<file path="src/rtl/cache_fill_fsm_pkg.sv">
// Shared cache definitions: fill-controller state encoding and block geometry.
// The tag array controller imports the same constants.
package cache_fill_fsm_pkg;

  typedef enum logic {
    IDLE = 1'b0,
    FILL = 1'b1
  } fill_state_e;

  localparam int WORDS    = 8;
  localparam int OFFSET_W = 4;
  localparam int INDEX_W  = 3;

endpackage

</file>
<file path="src/rtl/cache_fill_fsm_fill_counter.sv">
// Word-index counter with synchronous clear, increment enable and terminal count.
module fill_counter
  import cache_fill_fsm_pkg::*;
(
  input  logic               clk,
  input  logic               rst,
  input  logic               clr,
  input  logic               inc,
  output logic [INDEX_W-1:0] count,
  output logic               tc
);

  logic [INDEX_W-1:0] count_reg;

  always_ff @(posedge clk) begin
    if (rst || clr) begin
      count_reg <= '0;
    end else if (inc) begin
      count_reg <= count_reg + 1'b1;
    end
  end

  assign count = count_reg;
  assign tc    = (count_reg == {INDEX_W{1'b1}});

endmodule

</file>
<file path="src/rtl/cache_fill_fsm.sv">
// Cache miss refill controller: issues eight pipelined block reads and writes
// each returned word into the data array, then pulses the tag write.
module cache_fill_fsm #(
  parameter int ADDR_W = 16,
  parameter int WORDS  = 8
) (
  input  logic              clk,
  input  logic              rst,
  input  logic              miss_detected,
  input  logic [ADDR_W-1:0] miss_address,
  input  logic              memory_data_valid,
  input  logic [15:0]       memory_data_out,
  output logic              fsm_busy,
  output logic              memory_read,
  output logic [ADDR_W-1:0] memory_address,
  output logic              write_data_array,
  output logic [WORDS-1:0]  word_enable,
  output logic [15:0]       data_to_array,
  output logic              write_tag_array
);

  import cache_fill_fsm_pkg::*;

  fill_state_e                state_reg;
  logic                       busy_reg;
  logic                       issue_done_reg;
  logic [ADDR_W-OFFSET_W-1:0] base_reg;

  logic               accept;
  logic [INDEX_W-1:0] issue_cnt;
  logic [INDEX_W-1:0] recv_cnt;
  logic               issue_tc;
  logic               recv_tc;

  assign accept = (state_reg == IDLE) && miss_detected;

  fill_counter u_issue_cnt (
    .clk   (clk),
    .rst   (rst),
    .clr   (accept),
    .inc   (memory_read),
    .count (issue_cnt),
    .tc    (issue_tc)
  );

  fill_counter u_recv_cnt (
    .clk   (clk),
    .rst   (rst),
    .clr   (accept),
    .inc   (write_data_array),
    .count (recv_cnt),
    .tc    (recv_tc)
  );

  always_ff @(posedge clk) begin
    if (rst) begin
      state_reg      <= IDLE;
      busy_reg       <= 1'b0;
      issue_done_reg <= 1'b0;
      base_reg       <= '0;
    end else begin
      case (state_reg)
        IDLE: begin
          if (miss_detected) begin
            state_reg      <= FILL;
            busy_reg       <= 1'b1;
            issue_done_reg <= 1'b0;
            base_reg       <= miss_address[ADDR_W-1:OFFSET_W];
          end
        end
        FILL: begin
          if (memory_read && issue_tc) begin
            issue_done_reg <= 1'b1;
          end
          if (write_tag_array) begin
            state_reg <= IDLE;
            busy_reg  <= 1'b0;
          end
        end
        default: begin
          state_reg <= IDLE;
          busy_reg  <= 1'b0;
        end
      endcase
    end
  end

  assign fsm_busy       = busy_reg;
  assign memory_read    = busy_reg && !issue_done_reg;
  // Only the word index advances, so the block base never picks up a carry.
  assign memory_address = {base_reg, issue_cnt, 1'b0};

  // Write side is combinational on the returned valid for zero added latency.
  assign write_data_array = busy_reg && memory_data_valid;
  assign write_tag_array  = write_data_array && recv_tc;
  assign data_to_array    = memory_data_out;

  for (genvar gi = 0; gi < WORDS; gi++) begin : g_word_en
    assign word_enable[gi] = write_data_array && (recv_cnt == INDEX_W'(gi));
  end

endmodule

</file>
<file path="config.mk">
export PLATFORM = sky130hd
export DESIGN_NAME = cache_fill_fsm
export DESIGN_NICKNAME = d
export VERILOG_FILES = /design/src/rtl/cache_fill_fsm_pkg.sv /design/src/rtl/cache_fill_fsm_fill_counter.sv /design/src/rtl/cache_fill_fsm.sv
export SDC_FILE = /design/constraint.sdc
export NUM_CORES = 1
export LEC_CHECK = 0
export ABC_AREA = 1
export CORE_MARGIN = 5
export CORE_UTILIZATION = 37
export CTS_CLUSTER_SIZE = 12
export DETAILED_ROUTE_END_ITERATION = 10
export GPL_ROUTABILITY_DRIVEN = 0
export PLACE_DENSITY = 0.95
export REMOVE_ABC_BUFFERS = 1
export SLEW_MARGIN = 5
export SYNTH_ARGS = -nofsm -noshare
export SYNTH_HDL_FRONTEND = slang
export SYNTH_SLANG_ARGS = --single-unit
</file>
<file path="constraint.sdc">
create_clock -name clk -period 2.7 [get_ports clk]
set_input_delay 0.54 -clock clk [delete_from_list [all_inputs] [get_ports clk]]
set_output_delay 0.54 -clock clk [all_outputs]
set_load 0.01 [all_outputs]
</file>
* Yosys cells after proc, flatten, opt, wreduce, memory -nomap -nowiden *
Cells that the tools add are included.

cells by class
  $add $sub $neg = 2
  $mul = 0
  div/mod/pow operators = 0
  $lt $le $gt $ge = 0
  eq/ne operators = 11
  shifts and indexed selects = 0
  multiplexer cells = 9
  bitwise gates (word level) = 1
  reduce and logical (&&, ||, !) cells = 18

operator list
  operator                                               number
  equality test 3 bit, second input constant             5
  logical AND 1 bit                                      12
  adder 3 x 1 -> 3 bit, second input constant            2
  equality test 3 x 2 -> 1 bit, second input constant    2
  2-to-1 mux 1 bit                                       6
  one-hot mux 1 bit (2 select lines)                     3
  AND reduction 2 bit                                    3
  inequality test 2 bit, second input constant           2
  equality test 3 x 1 -> 1 bit, second input constant    1
  logical NOT 3 bit                                      1
  inequality test 2 x 1 -> 1 bit, second input constant  1
  logical NOT 1 bit                                      1
  logical OR 1 bit                                       1
  NOT 1 bit                                              1

storage, ports and cells
  bits in registers = 21
  latch bits = 0
  RAM bits = 0
  memory bits (read-only) = 0
  input bits = 36
  output and inout bits = 44
  logic and storage cells = 47
  memories = 0

* Depth between registers and ports, before layout *
Gate-level depths: netlist (run 1).

  word-level depth = 5
  gate-level depth with buffers = 6
  gate-level depth less buffers = 5

* Modules after synthesis *
From an unflattened synthesis (run 1), not the netlist that was laid out.

second synthesis, totals
  cell total of the unflattened synthesis = 155
  area total of the unflattened synthesis = 1114.8 um^2

by module, submodules not included
  module          instances  cells each  area an instance (um^2)  sequential area each (um^2)
  cache_fill_fsm  1          109         804.5                    300.3
  fill_counter    2          23          155.1                    60.1

* Worst setup path before layout (run 1) *
Ideal clock, no wire load.

  path kind = reg2out
  from = register u_recv_cnt.count_reg[0] (netlist: u_recv_cnt.count[0])
  to = output port word_enable[7]
  data arrival time = 1.081 ns
  data required time = 2.160 ns
  path slack = 1.079 ns
  stages on the path, launching flop included = 6
  buffers on the path = 1
  cell sequence = dfxtp_1 -> ha_1 -> ha_1 -> inv_1 -> nor2_1 -> buf_4

on the way
  word-level cells in the longest chain between the ends = 2

ends and longest elaborated chain
  what                    RTL line                           source
  from (decl)             cache_fill_fsm_fill_counter.sv:13  logic [INDEX_W-1:0] count_reg;
  from (signal assigned)  cache_fill_fsm_fill_counter.sv:19  count_reg <= count_reg + 1'b1;
  equality test 3 bit     --
  logical AND 1 bit       --
  to (decl)               cache_fill_fsm.sv:17               output logic [WORDS-1:0] word_enable,

No other way between the ends.

* Worst setup path in the final report (run 1) *
  from = input port memory_data_valid
  to = output port word_enable[2]

on the way
  word-level cells in the longest chain between the ends = 2

ends and longest elaborated chain
  what               RTL line              source
  from (decl)        cache_fill_fsm.sv:11  input logic memory_data_valid,
  logical AND 1 bit  cache_fill_fsm.sv:94  assign write_data_array = busy_reg && memory_data_valid;
  logical AND 1 bit  cache_fill_fsm.sv:99  assign word_enable[gi] = write_data_array && (recv_cnt == INDEX_W'(gi));

No other way between the ends.

==> results of run 1 <==
[cells in the final DEF, fill, tap and decap left out, types with 5 or more instances in the layout]
cell             count
clkdlybuf4s50_1     42
nor2_1              28
dfxtp_1             21
inv_1               14
nand2_1             12
o21ai_0             11
ha_1                 8
nor3_1               6
a21oi_1              6
nand3_1              5
[cells by family (layout without fill, tap and decap cells)]
group                    count (synthesis)  after routing  synth area share, %
AO/OA/AOI/OAI                           19             19                 8.47
adder cells (fa/ha/maj)                  8              8                 8.92
buffers and inverters                   39             62                 22.3
flip-flops                              21             21                 37.5
other                                    1              1                0.334
AND/OR/NAND/NOR                         57             57                 22.5
[report_power, final]
part	total, mW	leakage, nW	switching, mW	internal, mW
clock network	0.146	0.0177	0.0907	0.0552
logic	0.121	0.392	0.0546	0.0661
registers	0.341	0.173	0.0135	0.328
[per-layer routing]
metal  routed length, um  global-route usage, %  vias to the layer above
met5                   0                      0                        -
met4                   0                   1.55                        0
met3                 311                   8.32                        0
met2                1160                   18.3                       50
met1                 962                   13.1                      408
li1                    -                      -                      479
[area by class of cell]
type                            count  share of cell area, %
Multi-Input combinational cell     85                   31.7
Sequential cell                    21                   29.5
Timing Repair Buffer               42                   29.5
Inverter                           16                   4.39
Tap cell                           33                   2.90
Clock buffer                        3                   1.58
Clock inverter                      1                  0.351
[worst max path at each step]
stage	startpoint	to	slack, ps	depth (start not counted)
after floorplan	u_recv_cnt.count[0]	word_enable[7]	1160	4
after global placement	memory_data_valid	word_enable[1]	210	4
after detailed placement	memory_data_valid	word_enable[2]	190	4
after CTS	memory_data_valid	word_enable[2]	190	4
after global routing	memory_data_valid	word_enable[5]	100	4
final	memory_data_valid	word_enable[2]	190	4
[worst max-delay path, stage by stage]
cell and delay, ps:
clkdlybuf4s50_1 560, nand2_4 120, nor3_1 180, clkdlybuf4s50_1 570
==> reports/metrics.cfg, run 1 <==
[final_layout]
fillers = 294
multiInputGateArea_um2 = 452
final_area_mm2 = 0.00142
antenna_cells = 0
ff_latch_area_um2 = 420
fin_util_pct = 47.8
fin_nets = 213
layoutNonFillerInstCount = 201
largest_register_ffs = 12
syn2layout_area_growth_pct = 26.9
layout-drive-gt1-share_pct = 6.55

[power]
total_power_mw = 0.608
vdd_drop_max_mv = 0.274
p_leak_nw = 0.583
p_per_area_mw_per_mm2 = 427

[logic_synthesis]
synth_area_mm2 = 0.00112
async_reset_ff_share_pct = 0
yosysTopAreaCellShare_pct = 37.5
yosys.area.top_type = dfxtp_1
synth_cells = 145
synthFlopType = dfxtp_1
yosys_register_bits = 21
synth_most_common_cell = nor2_1
yosysWarnings = 0
synth_cell_type_count = 19
ys_seq_area_share_pct = 37.5
synth_commonest_cells = 28 x nor2_1, 21 x dfxtp_1, 18 x buf_4
syn_avg_cell_area_um2 = 7.74
ys_top_cells_by_area = dfxtp_1 37%, buf_4 12%, nor2_1 9.4%, ha_1 8.9%, o21ai_0 4.9%
synth-edff-count = 0

[grt]
overflow = 0
grt_max_degree = 17
antenna_found_initial = 0
grt_pass1_vias = 841
grt_pass1_wl_um = 3830
grt_usage_pct = 11.6

[drt]
drc = 0
viasPerCell = 4.66
postRouteWirelength_um = 2430
drtIter0Drc = 42
vias = 937
first_pass_iters = 4
wl_per_cell_um = 12.1
ant_nets = 0

[floorplanning]
die-area_mm2 = 0.00423
die_h_um = 65.1
rows = 20
start_util_pct = 37.7
fp.dieW_um = 65.1
ios = 80
core_mm2 = 0.00298

[run_status]
status = finished, final reports clean

[place]
place_area_mm2 = 0.00140
post-place-cells = 197
post-place-ws_ps = 186
port_buffers = 42
hpwl_um = 1880

[critical_path]
worstPathMaxFanout = 12
rrSetupSlack_ps = 1550
cp-start-kind = primary input
timing.rr.start = u_recv_cnt.count[1]
required_ps = 2160
cp.arrival_ps = 1970
reg2regPathDepth = 5
worstSetupPathType = in2out
end_kind = output port
reg2reg_to = state_reg

[sta]
fin_ws_ps = 189
fin_setup_tns_ps = 0
slew_violations = 0
clock.fmax_mhz = 398
finClkSkew_ps = 11.3
final_min_period_over_clock_period_pct = 93.0
fin_crit_ps = 2510
hold_violations = 0
whs_ps = 493
setup_viol_count_final = 0
rsz0062_at_grt = no

[cts]
clock-sinks = 21
cts.htree.levels = 1
holdBufCountCts = 0
clkTransAtPathRegs_ps = 100
clock_path_buffers = 2
clk_latency_ps = 300
tritoncts = done
cts_made_buffers = 3
ctsResizeCount = 0
cts_setup_buffers = 0
clockRootBuffer = clkbuf_4

[hold_path]
hp-class = reg2reg
holdPathStages = 2
min_to = base_reg[11]
worstHoldStart = base_reg[11]

[flow_run]
cap_violations = 0

No activity file was read; power rests on OpenSTA's default activity.
==> run 2: changes to the inputs <==
--- a/config.mk
+++ b/config.mk
@@ -5,14 +5,14 @@
 export SDC_FILE = /design/constraint.sdc
 export NUM_CORES = 1
 export LEC_CHECK = 0
-export ABC_AREA = 1
 export CORE_MARGIN = 5
-export CORE_UTILIZATION = 37
+export CORE_UTILIZATION = 30
 export CTS_CLUSTER_SIZE = 12
 export DETAILED_ROUTE_END_ITERATION = 10
 export GPL_ROUTABILITY_DRIVEN = 0
-export PLACE_DENSITY = 0.95
+export PLACE_DENSITY = 0.83
 export REMOVE_ABC_BUFFERS = 1
+export SKIP_CTS_REPAIR_TIMING = 1
 export SLEW_MARGIN = 5
 export SYNTH_ARGS = -nofsm -noshare
 export SYNTH_HDL_FRONTEND = slang
==> run 2 against run 1 <==
  * Global-route usage is 1.3 points lower
  * Count of clock-buffer cells in the layout unchanged
  * Sequential cell count unchanged
  * Power is 0.11% lower
  * Worst setup slack worse by 71 ps
  * Cell area fell by 0.18%
  * Clock skew shrank 2.6 ps
  * Sequential share of layout area is 0.052 points higher
  * Final cell count down 2.5%
  * Synthesized area down 3.9%
  * Register-to-register slack got worse by 140 ps
  * Via count decreased by 7.6%
  * Critical path type unchanged
  * Largest cell class unchanged
==> reports/metrics.cfg, run 2 <==
[sta]
setup_viol_count_final = 0
clock.fmax_mhz = 387
fin_setup_tns_ps = 0
hold_violations = 0
rsz0062_at_grt = no
fin_crit_ps = 2580
finClkSkew_ps = 8.63
slew_violations = 0
final_min_period_over_clock_period_pct = 95.6

[critical_path]
slowest_stage = clkdlybuf4s50_1
critPathMaxStageDelay_ps = 530
worstSetupPathType = in2out
crit_chain = clkdlybuf4s50_1 -> and2_2 -> and3_1 -> clkdlybuf4s50_1
cpMostUsedCell = clkdlybuf4s50_1
cp-start-kind = primary input
path_delay_family = buffers and inverters
required_ps = 2160
worstPathMaxFanout = 12
end_kind = output port
cp_num_buf_inv = 2
cp.arrival_ps = 2040

[grt]
use_met2_pct = 13.9
grt_usage_pct = 10.4
use_met3_pct = 7.46
grt_pass1_wl_um = 4010
grt_pass1_vias = 826
grt_max_degree = 16
use_met1_pct = 12.0
grt-busiest-layer = met2
overflow = 0
antenna_found_initial = 0

[power]
vdd_drop_max_mv = 0.179
p_per_area_mw_per_mm2 = 427
p_leak_nw = 0.569

[place]
post-place-cells = 192
hpwl_um = 2000
port_buffers = 42

[cts]
clkTransAtPathRegs_ps = 110
clk_latency_ps = 300
cts.htree.levels = 1
clock_path_buffers = 2
clock-sinks = 21
cts_made_buffers = 3
tritoncts = done
clockRootBuffer = clkbuf_4

[final_layout]
layout_common_cells = 42 x clkdlybuf4s50_1, 26 x nand2_1, 21 x dfxtp_1
layoutNonFillerInstCount = 196
layout_commonest_cell = clkdlybuf4s50_1
syn2layout_area_growth_pct = 31.8
antenna_cells = 0
largest_register_ffs = 12
layout-drive-gt1-share_pct = 6.00
fin_nets = 195

[logic_synthesis]
yosys_register_bits = 21
yosysWarnings = 0
synth-edff-count = 0
synthFlopType = dfxtp_1
synth_most_common_cell = nand2_1
synth_cells = 126
synth_cell_type_count = 22
yosysTopAreaCellShare_pct = 39.0
synth_area_mm2 = 0.00108
ys_seq_area_share_pct = 39.0
ys_top_cells_by_area = dfxtp_1 39%, buf_4 15%, ha_1 9.3%, nand2_1 9.0%, a21oi_1 6.0%
syn_avg_cell_area_um2 = 8.56
yosys.area.top_type = dfxtp_1
async_reset_ff_share_pct = 0
synth_commonest_cells = 26 x nand2_1, 21 x buf_4, 21 x dfxtp_1

[floorplanning]
rows = 21
start_util_pct = 31.6
fp.dieW_um = 70.0
core_mm2 = 0.00342
die_h_um = 70.0
die-area_mm2 = 0.00489
ios = 80

[run_status]
status = finished, final reports clean

[drt]
ant_nets = 0
drc = 0
first_pass_iters = 4
postRouteWirelength_um = 2560
drtIter0Drc = 22
wl_per_cell_um = 13.1
viasPerCell = 4.42
vias = 866

[hold_path]
hp-class = reg2reg

[flow_run]
cap_violations = 0

[run 2: changes by cell type after synthesis, sizes merged, moves of 5 or more]
| cell | previous run | this run |
|---|---|---|
| o21ai | 13 | 0 |
| inv | 16 | 3 |
| nand3 | 5 | 0 |
| a21oi | 6 | 13 |
| nor3 | 6 | 0 |
| and3 | 0 | 8 |
| nor2 | 31 | 9 |
| nand2 | 14 | 26 |
[run 2: path summary, 6_finish.rpt]
kind                       startpoint        endpoint  slack (ps)  cells past startpoint
setup / recovery    memory_data_valid  word_enable[6]         120                      4
hold / removal            base_reg[6]     base_reg[6]         470                      2
hold reg to reg           base_reg[6]     base_reg[6]         470                      2
setup reg to reg  u_recv_cnt.count[0]       state_reg        1410                      4
[run 2: cells by family after synthesis]
logic type,Yosys count,synth area share [%]
simple gates,49,21.3
buf+inv,26,17.1
flops,21,39.0
compound gates,17,9.51
fa+ha+maj,8,9.28
xor+xnor,2,1.62
mux,2,1.86
other cells,1,0.348
[run 2: worst register-to-register path, delay by kind of cell (launching register included)]
family | cells | cell delay (ps)
AOI/OAI and AO/OA | 1 | 230
and+or+nand+nor | 1 | 210
adders and majority gates | 2 | 420
DFF | 1 | 360
[run 2: area by class of cell]
class,instances,area [um^2]
clock buffer,3,22.5
tap,46,57.6
timing repair buffer,43,428
fill,369,1990
sequential,21,420
clock inverter,1,7.51
inverter,3,11.3
multi-input combinational,79,474
[run 2: routing by layer]
metal / up-vias / routed length, um
met3: 4 / 360
li1: 437 / -
met5: - / 33
met1: 374 / 1100
met4: 2 / 25
met2: 49 / 1040
[run 2: stage by stage]
| stage | worst slack [ps] | util, % | area, um^2 | total power [mW] | hold slack (ps) |
|---|---|---|---|---|---|
| after floorplan | 1140 | - | 906 | 0.393 | 454 |
| after global placement | 155 | 40.7 | 1390 | 0.461 | 442 |
| after detailed placement | 120 | 40.7 | 1390 | 0.463 | 451 |
| after CTS | 115 | 41.6 | 1420 | 0.619 | 469 |
| after global routing | 46.0 | 41.6 | 1420 | 0.643 | 480 |
| final | 118 | 41.6 | 1420 | 0.607 | 465 |
[run 2: power breakdown]
group	switching, mW	total, mW	internal [mW]
clock	0.0963	0.153	0.0564
combinational	0.0501	0.117	0.0673
sequential	0.0118	0.337	0.326
total	0.158	0.607	0.449
==> RTL change 1, RTL diff (config.mk and constraints of run 1) <==
Reset style: asynchronous (`rst`), changed in one clocked block.
--- a/src/rtl/cache_fill_fsm.sv
+++ b/src/rtl/cache_fill_fsm.sv
@@ -52,7 +52,7 @@
     .tc    (recv_tc)
   );
 
-  always_ff @(posedge clk) begin
+  always_ff @(posedge clk or posedge rst) begin
     if (rst) begin
       state_reg      <= IDLE;
       busy_reg       <= 1'b0;
Behaviour: differs if rst is asserted again (counterexample within 4 cycles, from zero or initial values and one cycle with rst high); with rst held inactive, the same outputs for 10 cycles.
==> RTL change 1 against run 1 <==
- area after synthesis is 3.0% higher
- die area grew 2.6%
- worst setup slack lost 12 ps
- sequential cell count is the same
- via count is 1.6% lower
- design area is 5.1% higher
- routed wire length grew 6.7%
Power is not compared: it rests on default switching activity, and its combinational part moved more than twofold at a synthesized area within 25%.
==> RTL change 1: results (changes against run 1) <==
global_routing:
  grt_max_degree: 17  # unchanged
  antenna_found_initial: 0  # unchanged
  grt_pass1_vias: 886  # +5.4%
  grt.total_usage_pct: 12.76  # +1.2 points
  grt_first_pass_wirelength_um: 4236  # +11%
run_status:
  status: "completed"
setup_path:
  rr_endpoint: "u_recv_cnt.count[2]"
  cpMaxStageDelayCell: "clkdlybuf4s50_1"
  rrSetupSlack_ps: 1500  # -50 ps
  arrival_ps: 1980
  max_stage_delay_ps: 590  # +20 ps
  r2r-start: "u_recv_cnt.count[2]"
  crit_fanout: 11  # -1
logic_synthesis:
  synth_mux_area_share_pct: 0  # unchanged
  ys_seq_area_share_pct: 42.86  # +5.4 points
  async_reset_ff_share_pct: 71.43  # +71 points
  synth_top_cells_by_area: "dfrtp_1 (32%), nand2_1 (15%), buf_4 (12%)"
  synth_fa_ha_area_share_pct: 8.658  # -0.26 points
  synth-compound-area-share_pct: 2.922  # -5.6 points
  ys.flop_type: "dfrtp_1"
  netlist_top_cells_count: "nand2_1 (47), buf_4 (19), dfrtp_1 (15)"
  synthXorXnorAreaFrac_pct: 0  # unchanged
  synth_cell_types: 18  # -1
  synth_warnings: 0  # unchanged
sta:
  clock_skew_ps: 10.35  # -0.9156 ps
drt:
  drt-initial-drc-count: 27  # -36%
  drt-total-wl_um: 2596  # +6.7%
  first_pass_iters: 4  # unchanged
  viasPerCell: 4.349  # -6.7%
power:
  internal_power_uw: 388.4
  leakage_nw: 0.7541
  vdd_drop_max_v: 0.0001494
cells_and_area:
  nNetsFinal: 213  # unchanged
  seq_area_um2: 495.5  # +18%
  drive_gt1_share_pct: 6.548  # unchanged
  num-fill-cells: 293  # -0.34%
  largest_reg_flops: 12  # unchanged
place:
  placed_area_um2: 1469  # +5.2%
  portBuffers: 42  # unchanged
  dp_hpwl_um: 2031  # +8.3%
clocking:
  clkTransAtPathRegs_ps: 110
  cts.htree.levels: 1  # unchanged
  cts_resized: 0  # unchanged
  clk_latency_ps: 300  # about the same
  numCtsBuffers: 3  # unchanged
  postCtsHoldBufs: 0  # unchanged
  cts_post_setup_buffers_inserted: 0  # unchanged
hold_path:
  holdPathStages: 2  # unchanged
  hold_end: "base_reg[3]"
  hold_class: "flop to flop"
  hp-start: "base_reg[3]"
==> RTL change 1: cell families (layout without fill, tap and decap cells) <==
logic type,count (synthesis),in the layout
AO/OA/AOI/OAI,6,6
AND/OR/NAND/NOR,69,69
adder cells (fa/ha/maj),8,8
buffers and inverters,38,63
other,1,1
flip-flops,21,21
==> RTL change 1: worst max-delay path by stage <==
stage / depth (start not counted) / end / slack [ps] / from
after floorplan: 2 / word_enable[0] / 1210 / fsm_busy
after global placement: 4 / word_enable[0] / 190 / memory_data_valid
after detailed placement: 4 / word_enable[6] / 180 / memory_data_valid
after CTS: 4 / word_enable[6] / 180 / memory_data_valid
after global routing: 4 / word_enable[6] / 40 / memory_data_valid
final: 4 / word_enable[5] / 180 / memory_data_valid
==> RTL change 1: worst max-delay path: cells and delay by family <==
family	cells	cell delay, ps
buffers and inverters	2	1150
and+or+nand+nor	2	290
==> RTL change 1: through the flow <==
step / power (mW) / instances / setup slack (ps) / hold WS (ps) / util (%)
finish: 0.4968 / 212 / 176.8 / 494.3 / 49.42
CTS: 0.5024 / 212 / 177.9 / 502.1 / 49.42
global placement: 0.3507 / 208 / 187.6 / 461.3 / 48.51
floorplan: 0.3249 / 121 / 1205 / 449.7 / -
detailed placement: 0.3510 / 208 / 178.3 / 469.0 / 48.51
global route: 0.5181 / 212 / 36.47 / 520.0 / 49.42
==> RTL change 1: power by group through the flow <==
stage / registers (mW) / logic [mW] / clock network [mW]
global route: 0.313 / 0.0341 / 0.171
detailed placement: 0.319 / 0.0316 / 0
floorplan: 0.319 / 0.00549 / 0
finish: 0.313 / 0.0312 / 0.153
global placement: 0.319 / 0.0313 / 0
CTS: 0.313 / 0.0318 / 0.158
==> RTL change 1: routing by layer <==
metal  wire (µm)  track usage [%]  share of wire (%)  up-vias
li1            -                -                  -      467
met1        1127            15.76                 43      405
met2        1153            18.15                 44       48
met3         283            6.293                 11        2
met4          31            5.440                1.2        0
met5           0            5.556                  0        -
==> RTL change 1: cell type report <==
cell class / count / area share (%)
clock inverter: 1 / 0.3344
clock buffer: 3 / 1.505
tap: 44 / 3.679
inverter: 16 / 4.013
sequential: 21 / 33.11
timing repair buffer: 43 / 28.60
multi-input combinational: 84 / 28.76
==> RTL change 2, RTL diff (settings of run 1) <==
Made on the original files. Add an input register stage for `miss_detected`, `miss_address`, `memory_data_valid` and `memory_data_out`, with the module's reset; this delays them by one clock.
--- a/src/rtl/cache_fill_fsm.sv
+++ b/src/rtl/cache_fill_fsm.sv
@@ -21,6 +21,25 @@
 
   import cache_fill_fsm_pkg::*;
 
+  logic miss_detected_q;
+  logic [ADDR_W-1:0] miss_address_q;
+  logic memory_data_valid_q;
+  logic [15:0] memory_data_out_q;
+
+  always_ff @(posedge clk) begin
+    if (rst) begin
+      miss_detected_q     <= '0;
+      miss_address_q      <= '0;
+      memory_data_valid_q <= '0;
+      memory_data_out_q   <= '0;
+    end else begin
+      miss_detected_q     <= miss_detected;
+      miss_address_q      <= miss_address;
+      memory_data_valid_q <= memory_data_valid;
+      memory_data_out_q   <= memory_data_out;
+    end
+  end
+
   fill_state_e                state_reg;
   logic                       busy_reg;
   logic                       issue_done_reg;
@@ -32,7 +51,7 @@
   logic               issue_tc;
   logic               recv_tc;
 
-  assign accept = (state_reg == IDLE) && miss_detected;
+  assign accept = (state_reg == IDLE) && miss_detected_q;
 
   fill_counter u_issue_cnt (
     .clk   (clk),
@@ -61,11 +80,11 @@
     end else begin
       case (state_reg)
         IDLE: begin
-          if (miss_detected) begin
+          if (miss_detected_q) begin
             state_reg      <= FILL;
             busy_reg       <= 1'b1;
             issue_done_reg <= 1'b0;
-            base_reg       <= miss_address[ADDR_W-1:OFFSET_W];
+            base_reg       <= miss_address_q[ADDR_W-1:OFFSET_W];
           end
         end
         FILL: begin
@@ -91,9 +110,9 @@
   assign memory_address = {base_reg, issue_cnt, 1'b0};
 
   // Write side is combinational on the returned valid for zero added latency.
-  assign write_data_array = busy_reg && memory_data_valid;
+  assign write_data_array = busy_reg && memory_data_valid_q;
   assign write_tag_array  = write_data_array && recv_tc;
-  assign data_to_array    = memory_data_out;
+  assign data_to_array    = memory_data_out_q;
 
   for (genvar gi = 0; gi < WORDS; gi++) begin : g_word_en
     assign word_enable[gi] = write_data_array && (recv_cnt == INDEX_W'(gi));
Check against the original RTL: not equivalent (Yosys sat finds a counterexample within 4 cycles, from zero or initial values and one cycle with rst high).
==> RTL change 2 against run 1 <==
- register-to-register slack barely moved
- power increased by 140%
- design area increased by 91%
- worst setup slack improved by 130 ps
- die area grew 56%
- clock skew fell by 6.9 ps
- critical path depth fell by 1
- count of clock-buffer cells in the layout rose by 4
- sequential cell count rose by 30
- sequential power grew 140%
- global-route usage rose by 1.1 points
- area after synthesis grew 67%
- non-clock buffer count grew 33
- routed wire length increased by 58%
- largest cell class is now registers
- largest power group unchanged
==> RTL change 2: results (changes against run 1) <==
run_status:
  status: "completed"
cells_and_area:
  multi_input_area_share_pct: 21.63  # -10 points
  bufAreaShareNonClock_pct: 27.46  # -2.1 points
  stdcell_count: 365  # +82%
  areaGrowthSynthToFinish_pct: 45.20
  largest_reg_flops: 16  # +4
  nMultiInputCombCells: 115  # +35%
  clockNetworkAreaShare_pct: 3.811  # +1.9 points
  non_clock_inverter_count: 46  # +30
  num-fill-cells: 461  # +57%
  seq_area_share_pct: 37.47  # +7.9 points
  drive_gt1_share_pct: 8.475  # +1.9 points
  nNetsFinal: 338  # +59%
  buffers: 75  # +79%
clocking:
  cts_root_buffer: "clkbuf_8"
  numCtsBuffers: 5  # +2
  cts.htree.levels: 2  # +1
setup_path:
  arrival_ps: 1840  # -130 ps
  r2r-start: "u_recv_cnt.count[0]"
  crit_start: "fsm_busy"
  max_stage_delay_ps: 610  # +40 ps
power:
  internal_power_mw: 1.135  # +150%
  leakage_nw: 1.206  # +110%
  vdd_drop_max_v: 0.0002107  # -23%
drt:
  wire_per_inst_um: 10.56  # -13%
  viasPerCell: 4.121  # -12%
  drt-initial-drc-count: 90  # +110%
logic_synthesis:
  syn_inst: 222  # +53%
  ys_seq_area_share_pct: 54.40  # +17 points
  synth_top_cells_by_area: "dfxtp_1 (54%), nor2_1 (10%), inv_1 (8.6%)"
  synth_cell_types: 22  # +3
  netlist_top_cells_count: "dfxtp_1 (51), nor2_1 (50), inv_1 (43)"
  ys_ff_latch: 51  # +140%
  async_reset_ff_share_pct: 0  # unchanged
floorplan:
  tapCellCount: 70  # +110%
place:
  placed_area_um2: 2621  # +88%
  dp_hpwl_um: 3033  # +62%
  portBuffers: 74  # +76%
  pre_cts_slack_ps: 657.4  # +471.4 ps
hold_path:
  hp-start: "miss_address_q[7]"
  hold_end: "base_reg[3]"
  hold_class: "flop to flop"
global_routing:
  grt_max_degree: 31  # +14
  grt_pass1_vias: 1483  # +76%
  grt_first_pass_wirelength_um: 6382  # +67%
  antenna_found_initial: 0  # unchanged
  grt.total_usage_pct: 12.71  # +1.1 points
sta:
  clock_skew_ps: 4.403  # -6.859 ps
  timing.hold.ws_ps: 481.2  # -11.32 ps
[RTL change 2: cell types whose count changed after synthesis, sizes merged]
cell and delta:
buf -13, nor2 +30, dfxtp +30, inv +30
[RTL change 2: worst max path at each step]
stage                      endpoint  slack (ps)  depth (start not counted)
floorplan            word_enable[7]        1160                          4
global placement     word_enable[7]         710                          5
detailed placement   word_enable[0]         660                          3
CTS                  word_enable[0]         310                          3
global route        write_tag_array         150                          5
finish               word_enable[0]         320                          3
[RTL change 2: power groups by stage]
stage	Combinational [mW]	Clock (mW)	Sequential, mW
3_3_place_gp	0.189	0	0.827
5_1_grt	0.210	0.522	0.818
4_1_cts	0.194	0.488	0.812
3_5_place_dp	0.194	0	0.829
6_report	0.190	0.467	0.812
2_1_floorplan	0.0596	0	0.840
[RTL change 2: cells by family (layout without fill, tap and decap cells)]
group,count (synthesis),after routing,synth area share [%]
flip-flops,51,51,54.40
adder cells (fa/ha/maj),8,8,5.334
AND/OR/NAND/NOR,87,87,20.80
buffers and inverters,56,129,14.20
AO/OA/AOI/OAI,19,19,5.067
other,1,1,0.1998
[RTL change 2: worst max-delay path: cells and delay by family (launching register included)]
kind,cells,cell delay [ps]
buffers and inverters,1,610
AND/OR/NAND/NOR,2,370
flip-flops,1,570
[RTL change 2: metal layers]
| layer | track usage, % | up-vias | part of all wire [%] | wire [µm] |
|---|---|---|---|---|
| met5 | 0 | - | 0 | 0 |
| met3 | 6.319 | 11 | 10 | 385 |
| li1 | - | 793 | - | - |
| met2 | 23.07 | 43 | 52 | 2022 |
| met1 | 11.95 | 657 | 35 | 1352 |
| met4 | 5.574 | 0 | 2.5 | 95 |
